**src/rtl/mac_accumulator_pkg.sv**
```systemverilog
// Shared constants for the MAC accumulator: lane width, cfg encodings,
// FSM state encodings and the segment carry helper.
package mac_accumulator_pkg;

  localparam int MAC_ACC_WIDTH = 16;
  localparam int MAC_MIN_WIDTH = 8;

  localparam logic [1:0] MAC_SINGLE = 2'b00;
  localparam logic [1:0] MAC_DUAL   = 2'b01;
  localparam logic [1:0] MAC_QUAD   = 2'b10;

  localparam logic [1:0] MAC_ACC_IDLE  = 2'd0;
  localparam logic [1:0] MAC_ACC_ACCUM = 2'd1;
  localparam logic [1:0] MAC_ACC_DONE  = 2'd2;

  // Per lane: carry-out of the top lane of the segment that lane belongs to.
  // Reserved cfg 2'b11 falls into the default (independent lanes).
  function automatic logic [3:0] seg_carry(input logic [1:0] cfg, input logic [3:0] cout);
    logic [3:0] r;
    r = cout;
    case (cfg)
      MAC_DUAL: r = {cout[3], cout[3], cout[1], cout[1]};
      MAC_QUAD: r = {4{cout[3]}};
      default:  r = cout;
    endcase
    return r;
  endfunction

endpackage

```
**src/rtl/mac_acc_lane.sv**
```systemverilog
// One W-bit accumulator lane: sum = in + acc + cin, with carry-out.
// MAC_ACC_SAT_EN adds a saturate input that forces the lane to all-ones.
module mac_acc_lane
  import mac_accumulator_pkg::*;
(
  input  logic [MAC_ACC_WIDTH-1:0] in_i,
  input  logic [MAC_ACC_WIDTH-1:0] acc_i,
  input  logic                     cin_i,
`ifdef MAC_ACC_SAT_EN
  input  logic                     sat_i,
`endif
  output logic [MAC_ACC_WIDTH-1:0] sum_o,
  output logic                     cout_o
);

  logic [MAC_ACC_WIDTH:0] raw;

  // Raw add; the carry is always the unsaturated one so the chain stays acyclic.
  always_comb begin
    raw = {1'b0, in_i} + {1'b0, acc_i} + {{MAC_ACC_WIDTH{1'b0}}, cin_i};
  end

  assign cout_o = raw[MAC_ACC_WIDTH];
`ifdef MAC_ACC_SAT_EN
  assign sum_o  = sat_i ? {MAC_ACC_WIDTH{1'b1}} : raw[MAC_ACC_WIDTH-1:0];
`else
  assign sum_o  = raw[MAC_ACC_WIDTH-1:0];
`endif

endmodule

```
**src/rtl/mac_accumulator.sv**
```systemverilog
// Accumulator stage behind the MAC combiner: sums len beats per op with
// lanes carry-chained per cfg, then holds the result behind valid/ready.
// Optional macro MAC_ACC_SAT_EN: saturate a segment on carry-out instead of wrapping.
//
// state | meaning
// IDLE  | waiting for start; in_ready=0
// ACCUM | taking beats until count reaches its last beat
// DONE  | result valid, held until out_ready
module mac_accumulator
  import mac_accumulator_pkg::*;
#(
  parameter int LEN_WIDTH = 8
) (
  input  logic                     clk,
  input  logic                     rst_n,
  input  logic                     start,
  input  logic [LEN_WIDTH-1:0]     len,
  input  logic [1:0]               cfg,
  input  logic                     in_valid,
  output logic                     in_ready,
  input  logic [MAC_ACC_WIDTH-1:0] in0,
  input  logic [MAC_ACC_WIDTH-1:0] in1,
  input  logic [MAC_ACC_WIDTH-1:0] in2,
  input  logic [MAC_ACC_WIDTH-1:0] in3,
  output logic                     out_valid,
  input  logic                     out_ready,
  output logic [MAC_ACC_WIDTH-1:0] out0,
  output logic [MAC_ACC_WIDTH-1:0] out1,
  output logic [MAC_ACC_WIDTH-1:0] out2,
  output logic [MAC_ACC_WIDTH-1:0] out3,
  output logic                     overflow,
  output logic                     busy
);

  localparam int W = MAC_ACC_WIDTH;

  logic [1:0]           state_q, state_d;
  logic [1:0]           cfg_q;
  logic [LEN_WIDTH-1:0] count_q;
  logic [4*W-1:0]       acc_q, out_q, sum;
  logic                 ovf_q;
  logic [W-1:0]         sum0, sum1, sum2, sum3;
  logic                 cout0, cout1, cout2, cout3;
  logic                 cin1, cin2, cin3;
  logic [3:0]           seg_c;
  logic                 take, last;
`ifdef MAC_ACC_SAT_EN
  logic [3:0]           sat_q;
  logic [3:0]           sat_lane;
`endif

  // Chain muxing: 0->1 and 2->3 join for DUAL/QUAD, 1->2 only for QUAD.
  always_comb begin
    cin1 = ((cfg_q == MAC_DUAL) || (cfg_q == MAC_QUAD)) ? cout0 : 1'b0;
    cin2 = (cfg_q == MAC_QUAD) ? cout1 : 1'b0;
    cin3 = ((cfg_q == MAC_DUAL) || (cfg_q == MAC_QUAD)) ? cout2 : 1'b0;
  end

  assign seg_c = seg_carry(cfg_q, {cout3, cout2, cout1, cout0});
`ifdef MAC_ACC_SAT_EN
  assign sat_lane = sat_q | seg_c;
`endif

  mac_acc_lane u_lane0 (.in_i(in0), .acc_i(acc_q[W-1:0]), .cin_i(1'b0),
`ifdef MAC_ACC_SAT_EN
    .sat_i(sat_lane[0]),
`endif
    .sum_o(sum0), .cout_o(cout0));
  mac_acc_lane u_lane1 (.in_i(in1), .acc_i(acc_q[2*W-1:W]), .cin_i(cin1),
`ifdef MAC_ACC_SAT_EN
    .sat_i(sat_lane[1]),
`endif
    .sum_o(sum1), .cout_o(cout1));
  mac_acc_lane u_lane2 (.in_i(in2), .acc_i(acc_q[3*W-1:2*W]), .cin_i(cin2),
`ifdef MAC_ACC_SAT_EN
    .sat_i(sat_lane[2]),
`endif
    .sum_o(sum2), .cout_o(cout2));
  mac_acc_lane u_lane3 (.in_i(in3), .acc_i(acc_q[4*W-1:3*W]), .cin_i(cin3),
`ifdef MAC_ACC_SAT_EN
    .sat_i(sat_lane[3]),
`endif
    .sum_o(sum3), .cout_o(cout3));

  assign sum  = {sum3, sum2, sum1, sum0};
  assign take = (state_q == MAC_ACC_ACCUM) && in_valid;
  assign last = (count_q == LEN_WIDTH'(1));

  // Next-state logic for the op sequencer.
  always_comb begin
    state_d = state_q;
    case (state_q)
      MAC_ACC_IDLE:  if (start) state_d = MAC_ACC_ACCUM;
      MAC_ACC_ACCUM: if (take && last) state_d = MAC_ACC_DONE;
      MAC_ACC_DONE:  if (out_ready) state_d = MAC_ACC_IDLE;
      default:       state_d = MAC_ACC_IDLE;
    endcase
  end

  // State, op config, beat counter, accumulator and result registers.
  always_ff @(posedge clk or negedge rst_n) begin
    if (!rst_n) begin
      state_q <= MAC_ACC_IDLE;
      cfg_q   <= MAC_SINGLE;
      count_q <= '0;
      acc_q   <= '0;
      out_q   <= '0;
      ovf_q   <= 1'b0;
`ifdef MAC_ACC_SAT_EN
      sat_q   <= '0;
`endif
    end else begin
      state_q <= state_d;
      if ((state_q == MAC_ACC_IDLE) && start) begin
        cfg_q   <= cfg;
        count_q <= (len == '0) ? LEN_WIDTH'(1) : len;
        acc_q   <= '0;
        ovf_q   <= 1'b0;
`ifdef MAC_ACC_SAT_EN
        sat_q   <= '0;
`endif
      end else if (take) begin
        acc_q   <= sum;
        ovf_q   <= ovf_q | (|seg_c);
        count_q <= count_q - LEN_WIDTH'(1);
`ifdef MAC_ACC_SAT_EN
        sat_q   <= sat_q | seg_c;
`endif
        if (last) out_q <= sum;
      end
    end
  end

  assign in_ready  = (state_q == MAC_ACC_ACCUM);
  assign out_valid = (state_q == MAC_ACC_DONE);
  assign busy      = (state_q != MAC_ACC_IDLE);
  assign overflow  = ovf_q;
  assign out0      = out_q[W-1:0];
  assign out1      = out_q[2*W-1:W];
  assign out2      = out_q[3*W-1:2*W];
  assign out3      = out_q[4*W-1:3*W];

endmodule
```
**config.mk**
```make
export PLATFORM = sky130hd
export DESIGN_NAME = mac_accumulator
export DESIGN_NICKNAME = d
export VERILOG_FILES = /design/src/rtl/mac_accumulator_pkg.sv /design/src/rtl/mac_acc_lane.sv /design/src/rtl/mac_accumulator.sv
export SDC_FILE = /design/constraint.sdc
export NUM_CORES = 1
export LEC_CHECK = 0
export BUFFER_PORTS_ARGS = -buffer_cell sky130_fd_sc_hd__buf_2
export CAP_MARGIN = 10
export CORE_MARGIN = 8
export CORE_UTILIZATION = 42
export DETAILED_ROUTE_END_ITERATION = 12
export HOLD_SLACK_MARGIN = 0.12
export PLACE_DENSITY = 0.63
export RECOVER_POWER = 100
export SYNTH_ARGS = -nofsm -noshare
export SYNTH_HDL_FRONTEND = slang
export SYNTH_SLANG_ARGS = --single-unit
```
**constraint.sdc**
```tcl
create_clock -name clk -period 7.6 [get_ports clk]
set_input_delay 1.52 -clock clk [delete_from_list [all_inputs] [get_ports clk]]
set_output_delay 1.52 -clock clk [all_outputs]
set_load 0.05 [all_outputs]
```
Word-level counts from Yosys, hierarchy flattened
Cells that the tools add are included.
Storage, ports and cells
  output and inout bits: 68
  bits of input ports: 79
  bits in registers: 141
  word-level logic and storage cells: 50
Operators by class
  reduce and logical (&&, ||, !) cells: 11
  eq/ne operators: 8
  add/subtract/negate cells: 8
  muxes and demuxes: 15
  bitwise gates (word level): 2
Operators by type and width (number)
  $mux W64: 2
  $add A16 B16 Y17: 4
  $add A17 B1 Y17: 3
  $mux W8: 3
  $eq A8 B1 Y1 const B: 1
  $logic_not A8 Y1: 1
  $sub A8 B1 Y8 const B: 1
  $mux W2: 3
  $pmux W2 S3: 1
  $pmux W3 S2: 1
  $reduce_and A3 Y1: 2
  $mux W1: 5
  $eq A2 B1 Y1 const B: 2
  $eq A2 B2 Y1 const B: 2
  $ne A2 B1 Y1 const B: 2
  $reduce_bool A2 Y1: 2
  $reduce_or A4 Y1: 1
  $logic_and A1 B1 Y1: 3
  $logic_not A2 Y1: 1
  $ne A2 B2 Y1 const B: 1
  $logic_or A1 B1 Y1: 1
  $not A1 Y1: 1
  $or A1 B1 Y1: 1

Longest topological paths before layout
Gate-level depths: netlist of the first run.
  depth after elaboration: 13
  gate-level depth with buffers: 30
  gate-level depth less buffers: 30

By module
A second synthesis of the first run with hierarchy kept.
Second synthesis, totals
  cell total of the unflattened synthesis: 732
  area total of the unflattened synthesis: 8615.8 sq um
Modules (own cells, without submodules)
  mac_accumulator: area each 5641.7 sq um, cells each 367, seq. area each 3528.4 sq um, instances 1
  mac_acc_lane at u_lane0 ...: area each 733.2 sq um, cells each 89, seq. area each 0.0 sq um, instances 3
  mac_acc_lane at u_lane3: area each 774.5 sq um, cells each 98, seq. area each 0.0 sq um, instances 1

Worst setup path after synthesis of the first run
Ideal clock, no wire load.
  kind: input-to-reg
  from: input port in0[0]
  to: register out_q[62]
  stages: 30
  buffers on the path: 0
  library setup time: 0.125 ns
  data required time: 7.475 ns
  data arrival time: 8.488 ns
  path slack: -1.012 ns
  cells stage by stage: ha_1 > fa_1 > a211oi_1 > o21ai_0 > o2111ai_1 > a21oi_1 > o21ba_2 > fa_1 > fa_1 > a211oi_1 > o211ai_1 > a21oi_1 > o31ai_1 > and2_1 > fa_1 > fa_1 > a211oi_1 > nor2_1 > o2111ai_1 > a211oi_1 > nor2_1 > nor2_1 > fa_1 > fa_1 > a211oi_1 > o21ai_0 > a31oi_1 > a21oi_1 > xor2_1 > mux2_2
On the way
  word-level cells in the longest chain between the ends: 7
RTL lines
  start: declaration: line mac_accumulator.sv:21  | input logic [MAC_ACC_WIDTH-1:0] in0,
  $add A16 B16 Y17: line mac_acc_lane.sv:20  | raw = {1'b0, in_i} + {1'b0, acc_i} + {{MAC_ACC_WIDTH{1'b0}}, cin_i};
  $mux W1: line mac_accumulator.sv:54  | cin1 = ((cfg_q == MAC_DUAL) || (cfg_q == MAC_QUAD)) ? cout0 : 1'b0;
  $add A17 B1 Y17: line mac_acc_lane.sv:20
  $mux W1: line mac_accumulator.sv:55  | cin2 = (cfg_q == MAC_QUAD) ? cout1 : 1'b0;
  $add A17 B1 Y17: line mac_acc_lane.sv:20
  $mux W1: line mac_accumulator.sv:56  | cin3 = ((cfg_q == MAC_DUAL) || (cfg_q == MAC_QUAD)) ? cout2 : 1'b0;
  $add A17 B1 Y17: line mac_acc_lane.sv:20
  end signal: assignment: line mac_accumulator.sv:129  | if (last) out_q <= sum;
  end: declaration: line mac_accumulator.sv:40  | logic [4*W-1:0] acc_q, out_q, sum;
Every way passes these cells.
A chain may end at the register's enable or synchronous reset.

Worst setup path after layout of the first run
  from: input port in0[0]
  to: register acc_q[56]
On the way
  word-level cells in the longest chain between the ends: 9
RTL lines
  $add A16 B16 Y17: line mac_acc_lane.sv:20
  $mux W1: line mac_accumulator.sv:54
  $add A17 B1 Y17: line mac_acc_lane.sv:20
  $mux W1: line mac_accumulator.sv:55
  $add A17 B1 Y17: line mac_acc_lane.sv:20
  $mux W1: line mac_accumulator.sv:56
  $add A17 B1 Y17: line mac_acc_lane.sv:20
  $mux W64: line mac_accumulator.sv:122  | end else if (take) begin
  $mux W64: line mac_accumulator.sv:114  | if ((state_q == MAC_ACC_IDLE) && start) begin
  end signal: assignment: line mac_accumulator.sv:123  | acc_q <= sum;
  end: declaration: line mac_accumulator.sv:40
Every way passes these cells. The select of a mux whose other input is x is not followed.

==> out/metrics.yaml, run 1 <==
detailed_routing:
  vias: 7294
  ant_nets: 0
  vias_per_cell: 5.37
  dr.first_iter.drc_count: 324
  drt_pass1_iterations: 5
  wl_um: 22800
  wl_per_cell_um: 16.8
  route.detailed.drc: 0
logic_synthesis:
  yosysTopAreaCell: "dfrtp_1"
  synth_top_area_share_pct: 41.9
  seq_area_frac_synth_pct: 41.9
  synth_edf_count: 0
  netlist_area_um2: 8410
  synth_nets: 1037
  yosysMostFrequentCell: "nand2_1"
  ys_ff_latch: 141
  yosys-top-cells-area: "dfrtp_1 42%, ha_1 9.7%, nand2_1 7.0%"
  ys_async_sr_fraction_pct: 100
  synth_cells: 886
  ys.flop_type: "dfrtp_1"
  ys_warn_count: 0
  ys_types: 63
  synth_common_cells: "158 x nand2_1, 141 x dfrtp_1, 67 x o21ai_0"
  syn_avg_cell_area_um2: 9.50
power:
  power_density_nw_per_um2: 493
  p_leak_nw: 4.95
  sequentialPowerShare_pct: 25.6
  netSwitchingPower_mw: 2.42
  total_power_mw: 5.13
  p_comb_share_pct: 58.7
  clkPwrFrac_pct: 15.7
  intPower_mw: 2.72
  vdd_drop_max_mv: 0.257
  swShare_pct: 47.0
clocking:
  insertion_delay_ns: 0.43
  cts_root_buf: "clkbuf_16"
  ctsHoldBuffers: 0
  cts_tree: "done"
  clkTransAtPathRegs_ns: 0.06
  cts_buffers: 17
  cts_sinks: 141
  cts_max_level: 4
  ctsLongestPathBuffers: 2
place:
  portBuffers: 146
  dpl_cell_area_um2: 9830
  dp_hpwl_um: 16100
  place_congestion: 0.878
grt:
  grt_use_total_pct: 19.0
  grt-ovfl-total: 0
  grt_antenna_before_repair: 0
  grt_max_degree: 76
  grt_pass1_wl_um: 37700
  grt_pass1_vias: 7519
worst_hold_path:
  min-delay-start: "out_q[5]"
  hold_class: "reg2reg"
timing:
  hold_slack_ns: 0.472
  hold_violations: 0
  setup-tns-final_ns: -0.518
  slew_headroom_pct: -172
  finalCritPeriodShare_pct: 102
  finalCriticalPeriod_ns: 7.72
  fin_skew_ns: 0.0104
  setup_viol: 8
  drv_slew: 320
  rsz0062_at_grt: "true"
  fmax_mhz: 130
  worst_slack_ns: -0.117
  tightest_slew_ns: 4.08
critical_path:
  cp_max_fo: 3
  critical_path_arrival_ns: 8.03
  worst_setup_path_start_kind: "input port"
  r2r-start: "acc_q[0]"
  max_stage_delay_ns: 0.43
  cp_slowest_cell: "fa_2"
  cp-startpoint: "in0[0]"
  end_kind: "flip-flop"
  critPathKind: "in2reg"
  crit_top_cell: "fa_2"
  cp.required_ns: 7.91
final_layout:
  layout-drive-gt1-share_pct: 20.4
  fin_nets: 1231
  multi_input_area_um2: 4810
  nFillCells: 1897
  syn_to_final_growth_pct: 23.9
  fin_area_um2: 10400
  seq_area_um2: 3530
  diodes: 0
run_status:
  violations: "max-capacitance violations, max-slew violations, negative setup slack"
  status: "finished with violations"
floorplanning:
  fp.dieArea_um2: 24800
  start_util_pct: 42.9
  coreArea_um2: 19600
  die_w_um: 158
  io_pins: 147
  die_h_um: 158
  num_rows: 51
job:
  max_cap_violations: 6
[per-layer routing]
layer	track usage, %	vias up	part of all wire (%)
met5	0	-	0
met4	4.81	0	1.1
met3	4.77	22	5.7
met2	30.5	178	45
met1	25.1	3483	48
li1	-	3611	-
[power by group through the flow]
stage,Combinational [mW],Clock (mW),Sequential [mW]
after floorplan,1.72,0,1.78
after global placement,2.95,0,1.31
after detailed placement,2.98,0,1.31
after CTS,3.02,0.821,1.31
after global routing,3.33,0.857,1.36
final,3.01,0.807,1.31
[final cells by class]
class                   instances  area share (%)
inverters                      19           0.684
clock buffers                  24            4.62
repair buffers                211            10.8
well taps                     265            3.18
flip-flops and latches        141            33.9
multi-input cells             690            46.1
clock inverters                 8           0.792
[sequential cells by signal (all words and copies together), names as in the netlist]
register and flops:
out_q 64, cfg_q 2, acc_q 64, overflow 1
state_q 2, count_q 8
[worst paths after layout]
| path | to | slack [ns] | depth (start not counted) |
|---|---|---|---|
| min in group asynchronous | out_q[21] | 2.52 | 1 |
| worst max register to register | acc_q[56] | 0.64 | 31 |
| worst max-delay path | acc_q[56] | -0.12 | 32 |
| worst min-delay path | out_q[5] | 0.47 | 2 |
| worst min register to register | out_q[5] | 0.47 | 2 |
| max in group asynchronous | out_q[52] | 1.83 | 2 |
[placed cells by master (no fill, tap or decap), types with 5 or more instances in the layout]
cell / count
a211oi_1: 13
a21o_1: 21
a21oi_1: 59
a21oi_2: 7
a22o_1: 42
a31oi_1: 6
buf_2: 76
buf_4: 58
clkbuf_1: 78
clkbuf_16: 17
dfrtp_1: 141
fa_2: 7
ha_1: 64
inv_1: 19
mux2_2: 16
nand2_1: 158
nand3_1: 17
nand4_1: 5
nor2_1: 35
nor3_1: 12
o211ai_1: 9
o21a_1: 11
o21ai_0: 64
o31ai_1: 11
xnor2_1: 26
xor2_1: 18
[worst max-delay path: cells and delay by family]
| family | cells | cell delay [ns] |
|---|---|---|
| adder cells (fa/ha/maj) | 8 | 2.83 |
| AND/OR/NAND/NOR | 5 | 0.49 |
| multiplexers | 1 | 0.21 |
| AO/OA/AOI/OAI | 16 | 2.72 |
| buffers and inverters | 2 | 0.25 |
[cells by family after synthesis]
group / count (synthesis) / share of synthesized area [%]
compound gates: 282 / 22.1
mux: 20 / 2.63
buf+inv: 55 / 2.86
fa+ha+maj: 72 / 11.3
xor+xnor: 46 / 4.79
flops: 141 / 41.9
simple gates: 270 / 14.4
[per-stage QoR]
stage | setup WS, ns | utilization, % | cells
detailed placement | -0.609 | 50.2 | 1315
finish | -0.117 | 53.2 | 1358
global route | -0.473 | 53.2 | 1358
global placement | -0.570 | 50.2 | 1315
floorplan | -0.217 | - | 886
CTS | -0.0981 | 53.4 | 1354
[timing repair]
action | CTS | global route
buffers inserted | 7 | 4
endpoints found under the setup margin | 8 | 17
resized for setup | 4 | 9
pin swaps | 5 | 4
Power figures use the tool's default switching activity.
==> run 2, diff against run 1 <==
- SKIP_LAST_GASP: default -> 1
- SYNTH_HIERARCHICAL: default -> 1
==> run 2 against run 1 <==
  * The flow still finishes with violations (max-capacitance violations, max-slew violations, negative setup slack)
  * Setup slack got worse by 1.2 ns
  * Clock power grew 14%
  * Register-to-register slack lost 1.2 ns
  * Synthesized cell count decreased by 17%
  * Sequential cell count unchanged
  * First-iteration DRC count decreased by 40%
==> out/metrics.yaml, run 2 <==
critical_path:
  critical_path_arrival_ns: 9.20  # was 8.03 ns
  cp_slowest_cell: "fa_2"  # unchanged
  max_stage_delay_ns: 0.44  # was 0.43 ns
  critPathKind: "in2reg"  # unchanged
  crit_top_cell: "fa_2"  # unchanged
  worst_setup_path_start_kind: "input port"  # unchanged
  end_kind: "flip-flop"  # unchanged
  cp_max_fo: 2  # was 3
  cp.required_ns: 7.91  # about the same
final_layout:
  layout-drive-gt1-share_pct: 32.5  # was 20.4%
  top_regs: "acc_q (64), out_q (64), count_q (8)"  # unchanged
  final_cell_mix: "141 x dfrtp_1, 75 x buf_2, 72 x clkbuf_1"  # was 158 x nand2_1, 141 x dfrtp_1, 78 x clkbuf_1
  stdcell_count: 1229  # was 1,358
  fin_area_um2: 10800  # was 10,400 um^2
  diodes: 0  # unchanged
  fin_nets: 1097  # was 1,231
  syn_to_final_growth_pct: 25.3  # was 23.9%
  final_common_cell: "dfrtp_1"  # was nand2_1
clocking:
  cts_sinks: 141  # unchanged
  cts_tree: "done"  # unchanged
  cts_buffers: 17  # unchanged
  cts_root_buf: "clkbuf_16"  # unchanged
  ctsHoldBuffers: 0  # unchanged
  insertion_delay_ns: 0.42  # was 0.43 ns
  ctsLongestPathBuffers: 2  # unchanged
  clkTransAtPathRegs_ns: 0.07  # was 0.06 ns
  cts_max_level: 4  # unchanged
logic_synthesis:
  synth_top_area_share_pct: 41.0  # was 41.9%
  yosysMostFrequentCell: "dfrtp_1"  # was nand2_1
  synth_cells: 732  # was 886
  synth_common_cells: "141 x dfrtp_1, 65 x a22o_1, 64 x ha_1"  # was 158 x nand2_1, 141 x dfrtp_1, 67 x o21ai_0
  seq_area_frac_synth_pct: 41.0  # was 41.9%
  yosysTopAreaCell: "dfrtp_1"  # unchanged
  ys_ff_latch: 141  # unchanged
  yosys-top-cells-area: "dfrtp_1 41%, ha_1 9.3%, mux2_4 8.5%"  # was dfrtp_1 42%, ha_1 9.7%, nand2_1 7.0%
  ys_types: 63  # unchanged
  ys_async_sr_fraction_pct: 100  # unchanged
  ys.flop_type: "dfrtp_1"  # unchanged
  synth_edf_count: 0  # unchanged
  synth_nets: 883  # was 1,037
  ys_warn_count: 6  # was 0
  syn_avg_cell_area_um2: 11.8  # was 9.50 um^2
  netlist_area_um2: 8620  # was 8410 um^2
grt:
  grt_max_degree: 87  # was 76
  grt-ovfl-total: 0  # unchanged
  grt_use_total_pct: 16.9  # was 19.0%
  grt_pass1_vias: 6863  # was 7,519
  grt_pass1_wl_um: 35300  # was 37,700 um
  grt_antenna_before_repair: 3  # was 0
place:
  dp_hpwl_um: 15400  # was 16,100 um
  dpl_cell_area_um2: 10100  # was 9830 um^2
  place_congestion: 0.818  # was 0.878
  post-place-cells: 1177  # was 1,315
  portBuffers: 146  # unchanged
detailed_routing:
  wl_um: 21300  # was 22,800 um
  vias_per_cell: 5.28  # was 5.37
  route.detailed.drc: 0  # unchanged
  vias: 6493  # was 7,294
  ant_nets: 0  # unchanged
  drt_pass1_iterations: 5  # unchanged
  dr.first_iter.drc_count: 196  # was 324
  wl_per_cell_um: 17.3  # was 16.8 um
power:
  sequentialPowerShare_pct: 24.1  # was 25.6%
  p_leak_nw: 5.29  # was 4.95 nW
  swShare_pct: 42.7  # was 47.0%
  vdd_drop_max_mv: 0.239  # was 0.257 mV
  intPower_mw: 2.97  # was 2.72 mW
  netSwitchingPower_mw: 2.22  # was 2.42 mW
  clkPwrFrac_pct: 17.8  # was 15.7%
  p_comb_share_pct: 58.1  # was 58.7%
  power_density_nw_per_um2: 481  # was 493 nW/um^2
  total_power_mw: 5.19  # was 5.13 mW
timing:
  setup-tns-final_ns: -32.52  # was -0.518 ns
  tightest_slew_ns: 4.68  # was 4.08 ns
  finalCriticalPeriod_ns: 8.89  # was 7.72 ns
  setup_viol: 33  # was 8
  fin_skew_ns: 0.00869  # was 0.0104 ns
  finalCritPeriodShare_pct: 117  # was 102%
  hold_violations: 0  # unchanged
  worst_slack_ns: -1.29  # was -0.117 ns
  fmax_mhz: 112  # was 130 MHz
  slew_headroom_pct: -212  # was -172%
  hold_slack_ns: 0.489  # was 0.472 ns
  drv_slew: 155  # was 320
  rsz0062_at_grt: "true"  # unchanged
floorplanning:
  die_h_um: 159  # was 158 um
  io_pins: 147  # unchanged
  coreArea_um2: 20200  # was 19,600 um^2
  fp.dieArea_um2: 25400  # was 24,800 um^2
  start_util_pct: 42.7  # was 42.9%
  die_w_um: 159  # was 158 um
  num_rows: 52  # was 51
run_status:
  violations: "max-capacitance violations, max-slew violations, negative setup slack"  # unchanged
  status: "finished with violations"  # unchanged
worst_hold_path:
  hold_class: "reg2reg"  # unchanged
job:
  max_cap_violations: 3  # was 6
run 2: cell count changes in the layout (fill, tap and decap cells not counted), sizes merged, moves of 15 or more:
cell | previous run | this run
nor2 | 37 | 15
a21oi | 66 | 51
nand2 | 158 | 27
o21ai | 69 | 31
a22o | 42 | 65
mux2 | 17 | 64
run 2: cell type report:
cell class	instances	area (um^2)
Multi-Input combinational cell	543	4990
Fill cell	1856	9370
Clock inverter	14	208
Timing Repair Buffer	220	1210
Clock buffer	18	439
Sequential cell	141	3530
Tap cell	270	338
Inverter	23	86.3
run 2: metrics by stage:
| step | worst slack [ns] | utilization (%) |
|---|---|---|
| detailed placement | -2.21 | 49.9 |
| CTS | -1.34 | 53.8 |
| floorplan | -1.38 | - |
| global placement | -2.11 | 49.9 |
| global route | -1.57 | 53.5 |
| finish | -1.29 | 53.5 |
run 2: power groups by stage:
| stage | logic [mW] | clock network [mW] | registers [mW] |
|---|---|---|---|
| 2_1_floorplan | 1.88 | 0 | 1.56 |
| 3_3_place_gp | 2.89 | 0 | 1.25 |
| 3_5_place_dp | 2.94 | 0 | 1.25 |
| 4_1_cts | 3.02 | 0.948 | 1.25 |
| 5_1_grt | 3.29 | 0.977 | 1.29 |
| 6_report | 3.02 | 0.924 | 1.25 |
run 2: metal layers:
metal / share of wire, % / track usage [%]
met1: 47 / 21.5
met2: 47 / 27.8
met3: 5.0 / 4.71
met4: 1.0 / 4.50
met5: 0.16 / 0
run 2: final timing paths:
kind                       depth (start not counted)      start  slack [ns]         to
setup / recovery                                  37     in0[0]       -1.29  out_q[62]
hold / removal                                     1  out_q[14]        0.49  out_q[14]
setup reg to reg                                  36   acc_q[0]       -0.54  out_q[62]
hold reg to reg                                    1  out_q[14]        0.49  out_q[14]
min in group asynchronous                          1      rst_n        2.77  out_q[39]
max in group asynchronous                          2      rst_n        1.60  acc_q[47]
run 2: cells by family (layout without fill, tap and decap cells):
family | count (synthesis) | after routing | share of synthesized area, %
compound gates | 240 | 240 | 21.8
flops | 141 | 141 | 41.0
simple gates | 106 | 106 | 6.69
fa+ha+maj | 72 | 72 | 11.2
mux | 67 | 67 | 10.8
xor+xnor | 57 | 57 | 5.79
buf+inv | 48 | 275 | 2.76
other cells | 1 | 1 | 0.0435
run 2: worst max-delay path: cells and delay by family:
| kind | cells | cell delay (ns) |
|---|---|---|
| compound gates | 21 | 3.56 |
| fa+ha+maj | 8 | 2.95 |
| simple gates | 4 | 0.48 |
| mux | 1 | 0.27 |
| buf+inv | 2 | 0.25 |
| xor+xnor | 1 | 0.15 |
run 2: timing repair:
item | in CTS | in global routing
pin swaps | 36 | 22
setup endpoints to repair | 35 | 35
gates cloned | 0 | 0
buffers inserted | 13 | 8
resized for setup | 9 | 4
